===== src/rtl/seq_pkg.sv =====
// Shared definitions for the program sequencer: control-field encodings,
// FSM state encoding and the default NOP opcode.
package seq_pkg;

  // Control field instr[7:6]
  localparam logic [1:0] CTRL_SEQ  = 2'b00;
  localparam logic [1:0] CTRL_JMP  = 2'b01;
  localparam logic [1:0] CTRL_JMPF = 2'b10;
  localparam logic [1:0] CTRL_HALT = 2'b11;

  // Opcode presented to the ICU whenever nothing executes
  localparam logic [3:0] NOP_OPC_DEFAULT = 4'h0;

  typedef enum logic [1:0] {
    StIdle   = 2'b00,
    StRun    = 2'b01,
    StStep   = 2'b10,
    StHalted = 2'b11
  } state_e;

endpackage


===== src/rtl/seq_next_addr.sv =====
// Combinational next-address logic for the program sequencer.
// Holds the address when nothing executes; otherwise decodes the control
// field into sequential, jump and conditional-jump targets.
module seq_next_addr
  import seq_pkg::*;
#(
  parameter int unsigned ADDR_W = 4
) (
  input  logic [1:0]        ctrl,
  input  logic [ADDR_W-1:0] addr,
  input  logic [ADDR_W-1:0] target,
  input  logic              flag_in,
  input  logic              exec,
  output logic [ADDR_W-1:0] next_addr,
  output logic              at_end,
  output logic              halt_hit
);

  logic [ADDR_W-1:0] addr_inc;
  logic              addr_last;

  assign addr_inc  = addr + ADDR_W'(1);
  assign addr_last = (addr == {ADDR_W{1'b1}});

  // Decode the executing instruction into the following ROM address
  always_comb begin
    next_addr = addr;
    at_end    = 1'b0;
    halt_hit  = 1'b0;
    if (exec) begin
      unique case (ctrl)
        CTRL_SEQ: begin
          next_addr = addr_inc;
          at_end    = addr_last;
        end
        CTRL_JMP: begin
          next_addr = target;
        end
        CTRL_JMPF: begin
          if (flag_in) begin
            next_addr = target;
          end else begin
            next_addr = addr_inc;
            at_end    = addr_last;
          end
        end
        CTRL_HALT: begin
          next_addr = addr_inc;
          halt_hit  = 1'b1;
        end
        default: ;
      endcase
    end
  end

endmodule


===== src/rtl/program_sequencer.sv =====
// Controlled instruction sequencer for the 1-bit processor. Presents a
// registered ROM address, executes the returned instruction in the same
// cycle, and lets a host run, stop or single-step the program.
// Optional build macro SEQ_STOP_AT_END_EN: falling off the last ROM address
// (SEQ or JMPF-not-taken) halts with addr=0 instead of wrapping.
module program_sequencer
  import seq_pkg::*;
#(
  parameter int unsigned ADDR_W  = 4,
  parameter logic [3:0]  NOP_OPC = NOP_OPC_DEFAULT
) (
  input  logic              clk,
  input  logic              rst,
  input  logic              run,
  input  logic              step,
  input  logic [7:0]        instr,
  input  logic              flag_in,
  output logic [ADDR_W-1:0] addr,
  output logic [3:0]        opcode,
  output logic              icu_en,
  output logic              busy,
  output logic              halted
);

  state_e            state_q, state_d;
  logic [ADDR_W-1:0] addr_q;
  logic [ADDR_W-1:0] next_addr;
  logic              step_q;
  logic              step_rise;
  logic              exec;
  logic [1:0]        ctrl;
  logic              at_end;
  logic              halt_hit;
  logic              stop_end;

  assign ctrl      = instr[7:6];
  assign step_rise = step & ~step_q;
  assign exec      = (state_q == StRun) || (state_q == StStep);

  // Reserved field carries no meaning yet
  logic [1:0] unused_rsvd;
  assign unused_rsvd = instr[5:4];

`ifdef SEQ_STOP_AT_END_EN
  assign stop_end = at_end;
`else
  assign stop_end = 1'b0;
  logic unused_at_end;
  assign unused_at_end = at_end;
`endif

  seq_next_addr #(
    .ADDR_W (ADDR_W)
  ) u_next_addr (
    .ctrl      (ctrl),
    .addr      (addr_q),
    .target    (instr[ADDR_W-1:0]),
    .flag_in   (flag_in),
    .exec      (exec),
    .next_addr (next_addr),
    .at_end    (at_end),
    .halt_hit  (halt_hit)
  );

  // State, address and step-history registers
  always_ff @(posedge clk or negedge rst) begin
    if (!rst) begin
      state_q <= StIdle;
      addr_q  <= '0;
      step_q  <= 1'b0;
    end else begin
      state_q <= state_d;
      addr_q  <= next_addr;
      step_q  <= step;
    end
  end

  // Next-state decode; HALT and end-of-ROM stops win over host control
  always_comb begin
    state_d = state_q;
    unique case (state_q)
      StIdle: begin
        if (run) begin
          state_d = StRun;
        end else if (step_rise) begin
          state_d = StStep;
        end
      end
      StRun: begin
        if (halt_hit || stop_end) begin
          state_d = StHalted;
        end else if (!run) begin
          state_d = StIdle;
        end
      end
      StStep: begin
        state_d = (halt_hit || stop_end) ? StHalted : StIdle;
      end
      StHalted: begin
        if (!run && !step) begin
          state_d = StIdle;
        end
      end
      default: state_d = StIdle;
    endcase
  end

  // ICU interface and status outputs
  always_comb begin
    icu_en = exec && (ctrl == CTRL_SEQ);
    opcode = icu_en ? instr[3:0] : NOP_OPC;
    busy   = exec;
    halted = (state_q == StHalted);
    addr   = addr_q;
  end

endmodule


===== config.mk =====
export PLATFORM = sky130hd
export DESIGN_NAME = program_sequencer
export DESIGN_NICKNAME = d
export VERILOG_FILES = /design/src/rtl/seq_pkg.sv /design/src/rtl/seq_next_addr.sv /design/src/rtl/program_sequencer.sv
export SDC_FILE = /design/constraint.sdc
export NUM_CORES = 1
export LEC_CHECK = 0
export ABC_AREA = 1
export CELL_PAD_IN_SITES_DETAIL_PLACEMENT = 0
export CELL_PAD_IN_SITES_GLOBAL_PLACEMENT = 1
export CORE_UTILIZATION = 30
export DETAILED_ROUTE_END_ITERATION = 7
export GPL_TIMING_DRIVEN = 0
export PLACE_DENSITY = 0.85
export SLEW_MARGIN = 5
export SYNTH_ARGS = -nofsm -noshare
export SYNTH_HDL_FRONTEND = slang
export SYNTH_SLANG_ARGS = --single-unit

===== constraint.sdc =====
create_clock -name clk -period 3.02 [get_ports clk]
set_clock_uncertainty 0.05 [all_clocks]
set_input_delay 0.755 -clock clk [delete_from_list [all_inputs] [get_ports clk]]
set_output_delay 0.755 -clock clk [all_outputs]
set_load 0.1 [all_outputs]

==> metrics.txt <==
status finished, final reports clean; synthesized area 584.3 sq um; Buffers & Inverters on Critical Path 4; Slew HR roughly a third; reg2reg setup slack roughly 1.6 ns; asr flop ratio synth between 90% and 100%; Synth Flop Type dfrtp_1; Die Height 46.13 microns; fin util about 48%; Worst setup SP type input pin; total number of vias 556; clk_lat worst skew around 0.25 ns; Ant. Diodes 0; syn avg cell area between 7 and 8 sq um; global-route wire length before repair ~1900 microns; Detail Route Antenna Nets 0; met2 WL post-DR 521 microns; clock tree buffer depth 2; top cell type's share of synthesized area about 30%; HP Start state_q[1]; Seq. cell area 175.2 sq um; Post-DP HPWL around 1000 microns; #FFs+latches synth 7; Hold/Removal Path Class reg -> reg; initial antenna violation count 0; met3 wire length 60 microns; routed wire length around 1200 microns; Max Clock Freq between 300 and 400 MHz; Final Cycle Share 96.46%; largest area contributor in the netlist dfrtp_1; GRT overflow 0; Site Rows 15; layout cells sized above 1 18.10%; Final nets 128; Residual DRC 0; CP Class in -> out; critical path required time approximately 2.2 ns; Final setup viols 0; CP cell instances clkdlybuf4s50_1, inv_1, ha_1, nand2_1, inv_1, buf_2; RSZ-0062 raised after global routing no; WL met1 around 580 microns; top cells by count, synth inv_1 (17), nand2_1 (15), nor2_1 (11), ha_1 (9), a21oi_1 (8); Max-Cap Viols 0; Die X roughly 46 microns; initial DRC count 7; Reg-to-Reg Start state_q[0]; Root Buffer Master clkbuf_4; clk slew on worst S/H paths ~0.05 ns; Inserted Clock Buffers 3; layout overhead on the synthesized area 45.18%; Slowest Stage Delay on Critical Path between 0.4 and 0.5 ns; Pre-antenna DRT Iters 4; via/cell ratio 4.277; IO Pins 24; Starting Density around a third; EDFF count, synth 0; core area 1783 sq um; syn_nets between 100 and 150; Routed wire per std cell 8.969 microns; fin. max-slew vios 0; Overall Global Routing Usage 12.86%; CTS Sinks 7; Seq/Total Area, Yosys between 20 and 30%; beginning of the critical path instr[6]; Top Family by Delay on Critical Path buffers and inverters; DIE AREA between 2000 and 2500 sq um; slowest cell on the critical path clkdlybuf4s50_1; uppermost layer routed met4; number of global-route vias before repair about 470; Mapped Cells 80; synth warn 0; number of port buffers 21; TritonCTS clock tree yes; CP Data Arrival Time 2.11 ns; GPL Wtd Cong slightly below 0.8; CTS H-tree lvls 1; # fillers approximately 190; Crit Path Max Fanout 5; Worst setup EP type output pin; top-count cell post-synth inv_1; Worst Max-Slew Pin Slew about 0.97 ns; Top cell by count, worst path inv_1; Tmin final approximately 2.9 ns; Multi-input gate area between 300 and 400 sq um; Distinct cells, synth 15; largest net degree at the start of global routing 9; cells taking the most area after synthesis dfrtp_1 (30%), ha_1 (19%), inv_1 (11%), nand2_1 (9.6%), nor2_1 (7.1%); Hold Violations, Final 0
[final timing paths]
check                        endpoint  cells after the start
hold / removal             state_q[1]                      2
hold reg to reg            state_q[1]                      2
setup / recovery               icu_en                      6
max in group asynchronous      step_q                      1
min in group asynchronous     addr[3]                      1
setup reg to reg           state_q[1]                      8
[metrics by stage]
step	cells	TNS [ns]	instance area, sq um	hold WS (ns)	setup WS (ns)
global route	130	0	848.3	0.5625	0.02248
global placement	126	-3.133	838.3	0.4697	-0.6347
floorplan	80	-0.1068	596.8	0.4094	-0.02670
finish	130	0	848.3	0.4922	0.1068
detailed placement	126	-3.300	838.3	0.4931	-0.6821
CTS	130	0	838.3	0.5057	0.02972
[worst reg2reg max path, cell delays in order (launching register included)]
cell and delay [ns]:
dfrtp_1 0.40, inv_1 0.08, ha_2 0.33, buf_6 0.13, nand2_4 0.05, nand3_2 0.06
nand3_2 0.10, nand2_1 0.07, o21ai_1 0.06
[sequential cells by signal, indices dropped and copies added, names as in the netlist]
register and count:
step_q 1, addr 4, state_q 2
[cells by family (layout without fill, tap and decap cells)]
| group | after synthesis | in the layout | share of synthesized area (%) |
|---|---|---|---|
| simple gates | 34 | 34 | 26.98 |
| buf+inv | 18 | 43 | 12.85 |
| compound gates | 11 | 11 | 9.421 |
| fa+ha+maj | 9 | 9 | 19.27 |
| flops | 7 | 7 | 29.98 |
| xor+xnor | 1 | 1 | 1.499 |
[per-layer routing]
layer | global-route usage (%) | up-vias
met5 | 0 | -
met1 | 15.44 | 239
met3 | 5.882 | 2
met2 | 20.56 | 19
met4 | 3.529 | 0
li1 | - | 296
[placed cells by master, fill, tap and decap left out, types with 2 or more instances in the layout]
| master | instances |
|---|---|
| inv_1 | 17 |
| nand2_1 | 15 |
| clkdlybuf4s50_1 | 15 |
| a21oi_1 | 8 |
| ha_1 | 8 |
| nor2_1 | 7 |
| dfrtp_1 | 7 |
| clkbuf_4 | 7 |
| nor2_2 | 5 |
| o21ai_1 | 3 |
| nand3_1 | 2 |
| nand3_2 | 2 |
[final cells by class]
cell class,instances,area share [%]
clock buffers,4,3.097
inverters,17,7.522
repair buffers,21,22.86
plain buffers,1,1.327
well taps,25,3.687
multi-input cells,55,40.86
flip-flops and latches,7,20.65
[what timing repair did]
action	CTS	global route
gates resized for setup	26	4
hold buffers	0	0
endpoints found under the setup margin	6	4
pin swaps	0	0
endpoints found under the hold margin	0	0
setup buffers	0	0
Power is left out: the tool's default activity adds up to more than one toggle a clock period on the data nets, which glitch-free logic cannot reach.
==> variant 1 (same settings) <==
`ADDR_W` is set to 4 in 2 places; all go to 3.
--- a/src/rtl/seq_next_addr.sv
+++ b/src/rtl/seq_next_addr.sv
@@ -6,3 +6,3 @@
 #(
-  parameter int unsigned ADDR_W = 4
+  parameter int unsigned ADDR_W = 3
 ) (
--- a/src/rtl/program_sequencer.sv
+++ b/src/rtl/program_sequencer.sv
@@ -8,3 +8,3 @@
 #(
-  parameter int unsigned ADDR_W  = 4,
+  parameter int unsigned ADDR_W  = 3,
   parameter logic [3:0]  NOP_OPC = NOP_OPC_DEFAULT
Interface: changed (resized addr); port bits go from 24 to 23. No check against the original RTL was run, so the function may have changed too.
==> variant 1 against the original RTL <==
Non-clock buffer count shrank 2; routed wire length decreased by 5.9%; setup slack better by 0.076 ns; sequential cell count is 1 lower; final area is 6.6% lower; cell count is 13% lower; area after synthesis decreased by 9.6%; hold slack worse by 0.010 ns.
Power is left out: the tool's default activity adds up to more than one toggle a clock period on the data nets, which glitch-free logic cannot reach.
==> variant 1: results (changes against the original RTL) <==
| Metric | Value |
|---|---|
| Crit path DAT | `2.03 ns (-0.08 ns)` |
| Sequential area share after synthesis | `28.4% (-1.5 points)` |
| Detailed Place HPWL | `921 um (-5.8%)` |
| Fin nets | `121 (-5.5%)` |
| M1 GR Usage | `15.4% (-0.035 points)` |
| Post-synth top cells | `inv_1 (18), nand2_1 (17), ha_1 (9)` |
| Worst Hold Slack | `0.482 ns (-0.0104 ns)` |
| Outcome | `completed` |
| Vias in the first global route | `445 (-5.5%)` |
| Met2 track demand over resource | `20.3% (-0.26 points)` |
| R2R Path Start | `state_q[0]` |
| Post-Synthesis Cells | `74 (-7.5%)` |
| Initial antenna violation count | `0 (unchanged)` |
| Fraction of synthesized cell area in xor and xnor cells | `0% (-1.5 points)` |
| Gr usage total | `13.1% (+0.20 points)` |
| Filler cells | `165 (-13%)` |
| Worst r2r path cells | `7 (-1)` |
| Initial DRC count | `8 (+1)` |
| Syn nets | `96 (-5.9%)` |
| Final Wtd Congestion | `0.736 (-7.2%)` |
| DR pass1 iterations | `6 (+2)` |
| Distinct cells, synth | `11 (-4)` |
| Crit path max fanout | `8 (+3)` |
| First-pass GRT wire length | `1810 um (-4.0%)` |
| Max FFs per register | `3 (-1)` |
| Average wire per standard cell | `9.71 um (+8.2%)` |
| Slew headroom | `35.4% (+0.40 points)` |
| Slowest cell on the critical path | `dlygate4sd2_1` |
| Ys flop type | `dfrtp_1` |
| Final wirelength | `1100 um (-5.9%)` |
| Worst Hold Depth | `2 (unchanged)` |
| Compound-gate portion of the synthesized area | `7.35% (-2.1 points)` |
| Vias/cell | `4.46 (+4.3%)` |
| CTS max path bufs | `2 (unchanged)` |
| Synth Area in Adders | `21.3% (+2.1 points)` |
| Max incr delay on CP | `0.88 ns (+0.43 ns)` |
| Share of post-route cells with drive strength above 1 | `19.6% (+1.5 points)` |
| Met3 Usage GRT | `6.25% (+0.37 points)` |
| Place WS | `-0.769 ns (-0.0872 ns)` |
| Post-CTS sizing | `31 (+19%)` |
| Cell Area, Placed | `781 um^2 (-6.9%)` |
| Final Core Density | `50.2% (+2.7 points)` |
[variant 1: changes by cell type in the layout (fill, tap and decap cells not counted), moves of 2 or more]
cell and delta:
a21oi_1 -2, nor2_2 -5, clkbuf_4 -4, buf_4 +5, o21ai_1 -3, nor2_4 +4, nand3_1 +2, nor2_1 -4
[variant 1: worst max path at each step]
stage	endpoint	cells after the start	startpoint	slack [ns]
finish	busy	3	state_q[0]	0.18
global route	icu_en	6	instr[6]	0.09
CTS	icu_en	6	instr[6]	0.06
detailed placement	opcode[3]	6	instr[7]	-0.77
global placement	opcode[1]	6	instr[6]	-0.74
floorplan	icu_en	4	state_q[0]	0.02
[variant 1: layout make-up]
type / count / share of cell area (%)
clock buffers: 3 / 2.84
inverters: 18 / 8.53
multi-input cells: 50 / 43.6
flip-flops and latches: 6 / 19.0
well taps: 16 / 2.53
repair buffers: 20 / 23.5
[variant 1: routing by layer]
layer / vias to the layer above / wire [um]
li1: 275 / -
met1: 216 / 520
met2: 11 / 519
met3: 2 / 45
met4: 0 / 12
met5: - / 0
==> variant 2 (same flow settings) <==
Made on the original files. The 4 states of `state_e` get a one-hot encoding in 4 bits.
--- a/src/rtl/seq_pkg.sv
+++ b/src/rtl/seq_pkg.sv
@@ -13,7 +13,7 @@
 
-  typedef enum logic [1:0] {
-    StIdle   = 2'b00,
-    StRun    = 2'b01,
-    StStep   = 2'b10,
-    StHalted = 2'b11
+  typedef enum logic [3:0] {
+    StIdle   = 4'b0001,
+    StRun    = 4'b0010,
+    StStep   = 4'b0100,
+    StHalted = 4'b1000
   } state_e;
Behaviour: no difference found for any inputs over 10 cycles, from zero or initial values and one cycle with rst low; not proved beyond that.
==> variant 2 against the original RTL <==
Area after synthesis up 15%; non-clock buffer count unchanged; routed wire length rose by 14%; final area increased by 8.8%; sequential cell count is 2 higher; cell count grew 18%; setup slack worse by 0.0074 ns; critical path type is now reg -> out; largest cell class unchanged.
==> variant 2: results (changes against the original RTL) <==
| Metric | Value |
|---|---|
| Gr usage total | `12.6% (-0.31 points)` |
| Distinct cells, synth | `17 (+2)` |
| Post-Synthesis Cells | `101 (+26%)` |
| Crit path max fanout | `4 (-1)` |
| Worst r2r path cells | `7 (-1)` |
| Final Wtd Congestion | `0.736 (-7.2%)` |
| FF-to-FF setup slack | `1.71 ns (+0.14 ns)` |
| Largest net degree at the start of global routing | `11 (+2)` |
| DR pass1 iterations | `4 (unchanged)` |
| Initial DRC count | `8 (+1)` |
| Post-synth top cells | `nand2_1 (21), inv_1 (20), nor2_1 (18)` |
| Post-synth EDFFs | `0 (unchanged)` |
| Sequential area share after synthesis | `33.6% (+3.7 points)` |
| Setup crit end | `halted` |
| Vias | `661 (+19%)` |
| Outcome | `completed` |
| Vias in the first global route | `566 (+20%)` |
| Detailed Place HPWL | `1060 um (+7.9%)` |
| Cell total after placement | `149 (+18%)` |
| Initial antenna violation count | `0 (unchanged)` |
| Post-CTS sizing | `16 (-38%)` |
| Setup crit start | `state_q[1]` |
| R2R Path Start | `state_q[0]` |
| Filler cells | `230 (+22%)` |
| Reg-to-Reg End | `state_q[0]` |
| Syn nets | `119 (+17%)` |
| Post-synth ARST share | `100% (unchanged)` |
| Max incr delay on CP | `1.17 ns (+0.72 ns)` |
| Share of post-route cells with drive strength above 1 | `16.7% (-1.4 points)` |
| Slowest cell on the critical path | `clkdlybuf4s50_1` |
| Slew headroom | `35.7% (+0.69 points)` |
| First-pass GRT wire length | `2350 um (+25%)` |
| Average wire per standard cell | `8.65 um (-3.5%)` |
| Final wirelength | `1320 um (+14%)` |
| Top area cells in the synthesized netlist | `dfrtp_1 (30%), nand2_1 (12%), inv_1 (11%)` |
==> variant 2: changes by cell type in the layout (fill, tap and decap cells not counted), moves of 4 or more <==
cell / unedited run / this run
nor2_1: 7 / 18
nand2_1: 15 / 21
a21oi_1: 8 / 0
buf_2: 1 / 5
nand3_1: 2 / 10
nand2_2: 1 / 5
clkbuf_4: 7 / 3
==> variant 2: how the worst min path moves through the flow <==
stage | startpoint | end | slack [ns] | cells past startpoint
finish | addr[3] | addr[3] | 0.52 | 2
global route | addr[2] | addr[2] | 0.58 | 2
CTS | addr[3] | addr[3] | 0.53 | 2
detailed placement | addr[3] | addr[3] | 0.51 | 2
global placement | addr[3] | addr[3] | 0.50 | 2
floorplan | rst | addr[0] | 0.41 | 0
==> variant 2: power groups by stage <==
stage                     Clock (mW)  Combinational (mW)  Sequential [mW]
final                         0.0939               0.697            0.241
after global routing           0.106               0.751            0.252
after CTS                     0.0990               0.704            0.241
after detailed placement           0               0.704            0.243
after global placement             0               0.702            0.242
after floorplan                    0               0.373            0.427
==> variant 2: per-stage QoR <==
| stage | hold WS, ns | power [mW] | worst slack (ns) |
|---|---|---|---|
| after floorplan | 0.409 | 0.801 | -0.140 |
| after global placement | 0.499 | 0.944 | -0.555 |
| after detailed placement | 0.511 | 0.947 | -0.577 |
| after CTS | 0.528 | 1.04 | 0.00332 |
| after global routing | 0.581 | 1.11 | 0.0118 |
| final | 0.521 | 1.03 | 0.0994 |
==> variant 2: logic make-up after synthesis <==
group	count (synthesis)	share of synthesized area, %
fa+ha+maj	5	9.29
simple gates	61	40.2
buf+inv	22	13.4
xor+xnor	1	1.30
compound gates	3	2.23
flops	9	33.6
==> variant 2: worst min-delay path, delay by kind of cell, from the launching register on <==
family        cells  cell delay (ns)
flops             1             0.38
simple gates      2             0.15
==> variant 2: cell type report <==
type,instances,area (um^2),area share (%)
Inverter,21,78.8,8.54
Sequential cell,9,226,24.5
Timing Repair Buffer,21,184,19.9
Multi-Input combinational cell,70,363,39.3
Clock buffer,4,26.3,2.85
Buffer,1,11.3,1.22
Tap cell,27,33.8,3.66
==> variant 2: metal layers <==
| metal | wire [um] | vias to the layer above | global-route usage (%) | share of wire [%] |
|---|---|---|---|---|
| met1 | 629 | 290 | 16.2 | 48 |
| met2 | 634 | 12 | 19.9 | 48 |
| li1 | - | 355 | - | - |
| met4 | 21 | 0 | 7.14 | 1.6 |
| met5 | 0 | - | 0 | 0 |
| met3 | 39 | 4 | 1.87 | 2.9 |
